--- src/rtl/game_pkg.sv ---
// Shared types and constants for the game state controller.
// Keycodes are USB HID usage IDs; offsets are SRAM base addresses of the background frames.
package game_pkg;

  typedef enum logic [1:0] {
    MENU    = 2'd0,
    GAME_1P = 2'd1,
    GAME_2P = 2'd2,
    DEAD    = 2'd3
  } state_t;

  localparam logic [7:0] KEY_1     = 8'd30;
  localparam logic [7:0] KEY_2     = 8'd31;
  localparam logic [7:0] KEY_ENTER = 8'd40;
  localparam logic [7:0] KEY_E     = 8'd8;

  localparam logic [19:0] OFF_MENU = 20'h00000;
  localparam logic [19:0] OFF_GAME = 20'h4B000;
  localparam logic [19:0] OFF_DEAD = 20'h96000;

endpackage

--- src/rtl/game_state.sv ---
// Top-level game flow FSM: menu -> 1P/2P game -> death screen -> menu.
// Moore machine; every output is decoded from the state register alone.
module game_state
  import game_pkg::*;
(
  input  logic        Clk,
  input  logic        Reset,
  input  logic        dead,
  input  logic [7:0]  keycode,
  output logic [19:0] sram_offset,
  output logic        restart,
  output logic        in_game,
  output logic        p2,
  output logic        dead_state
);

  state_t state_reg;
  state_t state_next;

  always_ff @(posedge Clk) begin
    if (Reset) begin
      state_reg <= MENU;
    end else begin
      state_reg <= state_next;
    end
  end

  always_comb begin
    state_next = state_reg;
    case (state_reg)
      MENU: begin
        if (keycode == KEY_1) begin
          state_next = GAME_1P;
        end else if (keycode == KEY_2) begin
          state_next = GAME_2P;
        end
      end
      GAME_1P, GAME_2P: begin
        // A death in the same cycle as the exit key still shows the RIP screen.
        if (dead) begin
          state_next = DEAD;
        end else if (keycode == KEY_E) begin
          state_next = MENU;
        end
      end
      DEAD: begin
        if (keycode == KEY_ENTER) begin
          state_next = MENU;
        end
      end
      default: state_next = MENU;
    endcase
  end

  always_comb begin
    sram_offset = OFF_MENU;
    restart     = 1'b1;
    in_game     = 1'b0;
    p2          = 1'b0;
    dead_state  = 1'b0;
    case (state_reg)
      GAME_1P: begin
        sram_offset = OFF_GAME;
        restart     = 1'b0;
        in_game     = 1'b1;
      end
      GAME_2P: begin
        sram_offset = OFF_GAME;
        restart     = 1'b0;
        in_game     = 1'b1;
        p2          = 1'b1;
      end
      DEAD: begin
        sram_offset = OFF_DEAD;
        dead_state  = 1'b1;
      end
      default: begin
        sram_offset = OFF_MENU;
        restart     = 1'b1;
      end
    endcase
  end

endmodule

--- config.mk ---
export PLATFORM = sky130hd
export DESIGN_NAME = game_state
export DESIGN_NICKNAME = d
export VERILOG_FILES = /design/src/rtl/game_pkg.sv /design/src/rtl/game_state.sv
export SDC_FILE = /design/constraint.sdc
export NUM_CORES = 1
export LEC_CHECK = 0
export ABC_AREA = 1
export BUFFER_PORTS_ARGS = -buffer_cell sky130_fd_sc_hd__buf_2
export CAP_MARGIN = 20
export CORE_AREA = 3 3 40 42
export CTS_BUF_LIST = sky130_fd_sc_hd__clkbuf_16
export CTS_CLUSTER_DIAMETER = 120
export CTS_CLUSTER_SIZE = 28
export DETAILED_ROUTE_END_ITERATION = 16
export DIE_AREA = 0 0 43 45
export PLACE_DENSITY = 0.69
export SYNTH_ARGS = -nofsm -noshare
export SYNTH_HDL_FRONTEND = slang
export SYNTH_SLANG_ARGS = --single-unit
--- constraint.sdc ---
create_clock -name Clk -period 2.2 [get_ports Clk]
set_clock_uncertainty 0.2 [all_clocks]
set_input_delay 0.44 -clock Clk [delete_from_list [all_inputs] [get_ports Clk]]
set_output_delay 0.44 -clock Clk [all_outputs]
set_load 0.01 [all_outputs]
## Word-level counts from Yosys, hierarchy flattened

Cells that the tools add are included.

- Bits in registers: 2
- Input port bits: 11
- Logic and storage cells: 25

- Equality and inequality tests: 10
- Multiplexer cells: 11
- Reductions and logical operators: 3

Operators by type and width:

| operator | count |
|---|---|
| case mux 20 bit (2 select lines) | 1 |
| equality test 8 x 5 -> 1 bit, second input constant | 2 |
| two-way mux 2 bit | 5 |
| equality test 8 x 4 -> 1 bit, second input constant | 1 |
| equality test 8 x 6 -> 1 bit, second input constant | 1 |
| case mux 2 bit (3 select lines) | 1 |
| equality test 2 bit, second input constant | 2 |
| two-way mux 1 bit | 4 |
| != test 3 x 1 -> 1 bit, second input constant | 1 |
| != test 3 bit, second input constant | 1 |
| AND reduction 3 bit | 1 |
| equality test 2 x 1 -> 1 bit, second input constant | 1 |
| logical NOT 2 bit | 1 |
| != test 2 bit, second input constant | 1 |
| OR reduction 2 bit | 1 |

## Longest topological paths before layout

Gate-level depths: netlist of run 1.

- Word-level depth: 4
- Mapped depth: 9
- Mapped depth without buffers: 9

## Least setup slack after synthesis of run 1

OpenSTA, ideal clock, no wires.

- Path kind: register to register
- Start point: register state_reg[1]
- End point: register state_reg[0]
- Data arrival time: 1.367 ns
- Required time: 1.887 ns
- Slack: 0.521 ns
- Stages on the path, launching flop included: 10
- Buffers on the path: 0
- Clock period less this slack: 1.679 ns
- Cell sequence: dfxtp_1 -> inv_1 -> ha_1 -> inv_1 -> o21ai_0 -> nand2_1 -> nand3_2 -> nand2_1 -> nand2_1 -> nor2_1

- Cells in the longest elaborated chain, start to end: 4

RTL lines:

| item | RTL line | RTL |
|---|---|---|
| start, declared | game_state.sv:17 | `state_t state_reg;` |
| start signal, assigned | game_state.sv:24 | `state_reg <= state_next;` |
| equality test 2 bit / equality test 2 x 1 -> 1 bit (equally long branches) | game_state.sv:30 | `case (state_reg)` |
| OR reduction 2 bit (no source line) | -- |  |
| != test 3 x 1 -> 1 bit (no source line) | -- |  |
| AND reduction 3 bit (no source line) | -- |  |

Several ways; a longest one is shown, not always the timed one.
A chain may end at the register's enable or synchronous reset.

## Final worst setup path of run 1

- Start point: register state_reg[1]
- End point: output port restart

- Cells in the longest elaborated chain, start to end: 3

RTL lines:

| item | RTL line | RTL |
|---|---|---|
| equality test 2 bit / equality test 2 x 1 -> 1 bit (equally long branches) | game_state.sv:61 | `case (state_reg)` |
| OR reduction 2 bit (no source line) * | -- |  |
| two-way mux 1 bit * | game_state.sv:61 |  |
| end, declared | game_state.sv:11 | `output logic restart,` |

Every way passes the cells marked *; elsewhere a longest branch is shown, timed or not.

==> metrics.md, run 1 <==
| Metric | Value |
|---|---|
| Core Footprint | 1280 sq um |
| Critical-path top delay cell | ha_1 |
| HP Class | input pin to register |
| # resized after CTS | 0 |
| Highest net fanout along the worst path | 7 |
| Post-DP HPWL | 701 um |
| Starting Density | 33.8% |
| Max-cap violations | 0 |
| Final ANT Viol Nets | 0 |
| CP Data Required Time | 1.56 ns |
| Die W | 43 um |
| Most common cell on crit path | inv_1 |
| Fmax | 0.526 GHz |
| Buf/Inv on CP | 3 |
| Clk Latency, worst-skew pair | 0.22 ns |
| Starting DRC count in detailed routing | 7 |
| Place WS | 0.511 ns |
| Root Buffer Master | clkbuf_16 |
| Post-DR wirelength/cell | 7.65 um |
| First-pass GRT wire length | 1160 um |
| Largest cells by area after synthesis | buf_4, ha_1, nand2_1 |
| Vias per cell | 3.84 |
| Rows | 13 |
| Worst-path clk slew | 0.03 ns |
| Area after DPL | 468 sq um |
| Setup Buffers After CTS | 0 |
| CTS Buf Count | 3 |
| I/O Buffers | 21 |
| Outcome | finished clean |
| I/O pin cnt | 35 |
| DRT Pass-1 Iters | 3 |
| Design area | 543 sq um |
| Vias in the first global route | 303 |
| Antenna violations before repair | 0 |
| Share of the synthesized area in the top cell type | 31.1% |
| #FFs+latches synth | 2 |
| Area Growth Syn to Fin | 25.1% |
| Clk sinks | 2 |
| Number of hold buffers added after cts | 0 |
| CP Cell Sequence | inv_1 > ha_1 > inv_1 > buf_2 |
| # DRC | 0 |
| DIE AREA | 1940 sq um |
| Htree depth | 1 |
| Placer Congestion | 0.659 |
| YS warnings | 0 |
| Hold slack | 0.266 ns |
| Die boundary height | 45 um |
| Longest Clk Path Bufs | 2 |
| GRT overflow | 0 |
| Synth Area in XOR/XNOR | 0% |
| Total global-route track usage | 8.23% |
| Gate Count Post-Synth | 72 |
| Total Wirelength | 803 um |
| Total Negative Setup Slacks | 0 ns |
| RSZ-0062 raised after global routing | no |
| Critical path class | register to output port |
| Post-Synth Adder-Cell Area | 14.4% |
| Leakage | 0.359 nW |
| Crit path max-delay family | adder cells |
| Placed insts | 102 |
| Nature of the critical path startpoint | register |
| Mapped cell area | 434 sq um |
| Post-route worst setup slack | 0.299 ns |
| Mux share of post-synthesis cell area | 0% |
| Largest family of logic cells by synthesized area | buffers and inverters |
| Largest net degree at the start of global routing | 8 |
| Post-synthesis sequential area ratio | 9.22% |
| Largest register FFs | 2 |
| Post-Syn Area per Cell | 6.03 sq um |
| Post-synthesis simple-gate area fraction | 28.8% |
| Final Setup Violations | 0 |
| Worst vdd ir | 0.443 mV |
| Max incr delay on CP | 0.38 ns |
| PwrDens | 1050 nW/um^2 |
| Post-route insts no fill | 105 |
| Routed vias | 403 |
| Post-synth top area cell | buf_4 |
| Fin nets | 108 |
| # diodes | 0 |
| CP Capture Type | output port |
| Synth cell types | 12 |
| Final period util | 86.4% |
| Final hold viol count | 0 |
| Min Tclk post-route | 1.90 ns |
| CTS tree | done |
| Post-synthesis compound-gate area fraction | 3.46% |
| Slew Limit Fails | 0 |
| Share of layout cells above drive strength 1 | 27.8% |
| Arrival @ worst endpoint | 1.26 ns |
[report_power, final]
part	internal (mW)	switching (mW)	total, mW
clock	0.231	0.0370	0.268
combinational	0.0950	0.152	0.247
sequential	0.0468	0.00903	0.0558
total	0.373	0.198	0.571
[cells in the mapped netlist (all sizes together)]
library cell,number
nand3b,1
nand3,3
nand2,15
nor3,3
o21ai,3
ha,5
nor2,7
conb,1
dfxtp,2
buf,18
inv,14
[cells in the final DEF, fill, tap and decap left out]
master,synthesis,final
nor3_1,3,3
nor2_1,7,7
buf_2,0,21
dfxtp_1,2,2
nand3_1,2,2
o21ai_0,3,3
nand3_2,1,1
conb_1,1,13
ha_1,5,5
nand3b_1,1,1
clkbuf_16,0,3
nand2_1,15,15
inv_1,14,14
[through the flow]
stage,power (mW),utilization [%]
after floorplan,0.276,-
after global placement,0.301,36.4
after detailed placement,0.306,36.4
after CTS,0.579,42.3
after global routing,0.613,42.3
final,0.571,42.3
[metal layers]
layer	GRT usage, %	vias to the layer above	wire length (um)
li1	-	219	-
met1	7.67	163	294
met2	14.7	21	395
met3	4.78	0	113
met4	3.61	0	0
met5	0	-	0
[final timing paths]
path,from,endpoint,slack [ns],cells after the start
setup / recovery,state_reg[1],restart,0.30,4
hold / removal,Reset,state_reg[0],0.27,4
hold reg to reg,state_reg[1],state_reg[1],0.42,4
setup reg to reg,state_reg[1],state_reg[0],0.54,9
[logic make-up (layout without fill, tap and decap cells)]
family / Yosys count / in the layout
simple gates: 29 / 29
fa+ha+maj: 5 / 5
buf+inv: 32 / 38
other cells: 1 / 13
compound gates: 3 / 3
flops: 2 / 2
[area by class of cell]
cell class                      count  area, sq um
Fill cell                         146          742
Clock buffer                        3         75.1
Timing Repair Buffer               21          105
Inverter                           14         52.6
Sequential cell                     2         40.0
Tap cell                           15         18.8
Multi-Input combinational cell     50          251
[tightest hold or removal path: stages]
cell	delay (ns)
buf_2	0.08
inv_1	0.04
nand2_1	0.05
nor2_1	0.03
(Power assumes the default switching activity.)
==> run 2: changes to the inputs <==
==> constraint.sdc (replaced) <==
create_clock -name Clk -period 2.2 [get_ports Clk]
set_clock_uncertainty 0.2 [all_clocks]
set_input_delay 0.44 -clock Clk [delete_from_list [all_inputs] [get_ports Clk]]
set_output_delay 0.44 -clock Clk [all_outputs]
set_load 0.1 [all_outputs]
==> run 2 against run 1 <==
  * First-iteration DRC count shrank 29%
  * Largest cell class unchanged
  * Cell area grew 3.5%
  * Die area is the same
==> metrics.md, run 2 (same netlist as run 1, synthesis figures left out) <==
| Metric | Value |
|---|---|
| Filler cell count in the final layout | 145 |
| Rows | 13 |
| Highest net fanout along the worst path | 7 |
| Min Tclk post-route | 2.01 ns |
| Routed vias | 397 |
| # DRC | 0 |
| Max-cap violations | 0 |
| Placed insts | 102 |
| Final period util | 91.2% |
| I/O Buffers | 21 |
| Most frequent cells in the layout | buf_2, nand2_1, conb_1 |
| CTS tree | done |
| Placer Congestion | 0.694 |
| # resized after CTS | 0 |
| GRT overflow | 0 |
| Outcome | finished clean |
| DIE AREA | 1940 sq um |
| Clk Latency, worst-skew pair | 0.22 ns |
| Design area | 562 sq um |
| Core Footprint | 1280 sq um |
| I/O pin cnt | 35 |
| Post-route insts no fill | 105 |
| Final ANT Viol Nets | 0 |
| Area after DPL | 487 sq um |
| Max incr delay on CP | 0.41 ns |
| CP Cell Sequence | inv_2 > ha_4 > clkinvlp_4 > buf_2 |
| DRT Pass-1 Iters | 3 |
| Hold slack | 0.257 ns |
| Antenna violations before repair | 0 |
| Root Buffer Master | clkbuf_16 |
| # diodes | 0 |
| CP Data Required Time | 1.56 ns |
| Critical path class | register to output port |
| Total Wirelength | 760 um |
| Clk sinks | 2 |
| Htree depth | 1 |
| Post-DP HPWL | 677 um |
| Critical-path top delay cell | buf_2 |
| Worst-path clk slew | 0.03 ns |
| Setup Buffers After CTS | 0 |
| Share of layout cells above drive strength 1 | 34.4% |
| Slew Limit Fails | 0 |
| Fin nets | 108 |
| Nature of the critical path startpoint | register |
| Crit path max-delay family | buffers and inverters |
| Final Setup Violations | 0 |
| First-pass GRT wire length | 1150 um |
| Buf/Inv on CP | 3 |
| Longest Clk Path Bufs | 2 |
| Fmax | 0.498 GHz |
| Commonest non-fill, non-tap cell in the layout | buf_2 |
| RSZ-0062 raised after global routing | no |
| Vias in the first global route | 302 |
| CP Capture Type | output port |
| Area Growth Syn to Fin | 29.4% |
| Final hold viol count | 0 |
| Largest register FFs | 2 |
| Starting Density | 33.8% |
| HP Class | input pin to register |
| Die boundary height | 45 um |
| Die W | 43 um |
| CTS Buf Count | 3 |
| Largest net degree at the start of global routing | 8 |
| Total global-route track usage | 7.65% |
| Vias per cell | 3.78 |
| Number of hold buffers added after cts | 0 |
| Arrival @ worst endpoint | 1.37 ns |
| Starting DRC count in detailed routing | 5 |
| Total Negative Setup Slacks | 0 ns |
| Post-DR wirelength/cell | 7.24 um |
run 2: final cells by class:
type,count,area (sq um),area share [%]
Sequential cell,2,42.5,7.57
Tap cell,15,18.8,3.34
Clock buffer,3,75.1,13.4
Timing Repair Buffer,21,105,18.7
Multi-Input combinational cell,50,264,47.0
Inverter,14,56.3,10.0
run 2: worst register-to-register path: cells and delay by family, from the launching register on:
kind | cells | cell delay (ns)
fa+ha+maj | 1 | 0.31
compound gates | 1 | 0.12
flops | 1 | 0.34
simple gates | 5 | 0.31
buf+inv | 2 | 0.15
run 2: worst paths after layout:
kind | start | end | slack [ns] | cells past startpoint
max | state_reg[1] | restart | 0.19 | 4
max reg2reg | state_reg[0] | state_reg[1] | 0.66 | 9
min reg2reg | state_reg[1] | state_reg[1] | 0.39 | 4
min | Reset | state_reg[1] | 0.26 | 4
run 2: per-stage QoR:
stage / worst slack [ns] / util [%]
2_1_floorplan: -0.0445 / -
3_3_place_gp: 0.424 / 37.9
3_5_place_dp: 0.412 / 37.9
4_1_cts: 0.181 / 43.7
5_1_grt: 0.147 / 43.7
6_report: 0.193 / 43.7
run 2: layer usage:
metal / share of wire [%] / GRT usage (%) / wire [um]
met4: 0 / 1.81 / 0
met1: 45 / 9.59 / 342
met2: 44 / 12.6 / 331
met3: 11 / 2.79 / 86
met5: 0 / 0 / 0
Power of run 2 is not shown: default switching activity piles up to over one toggle a cycle in this logic, so the estimate is an artifact.
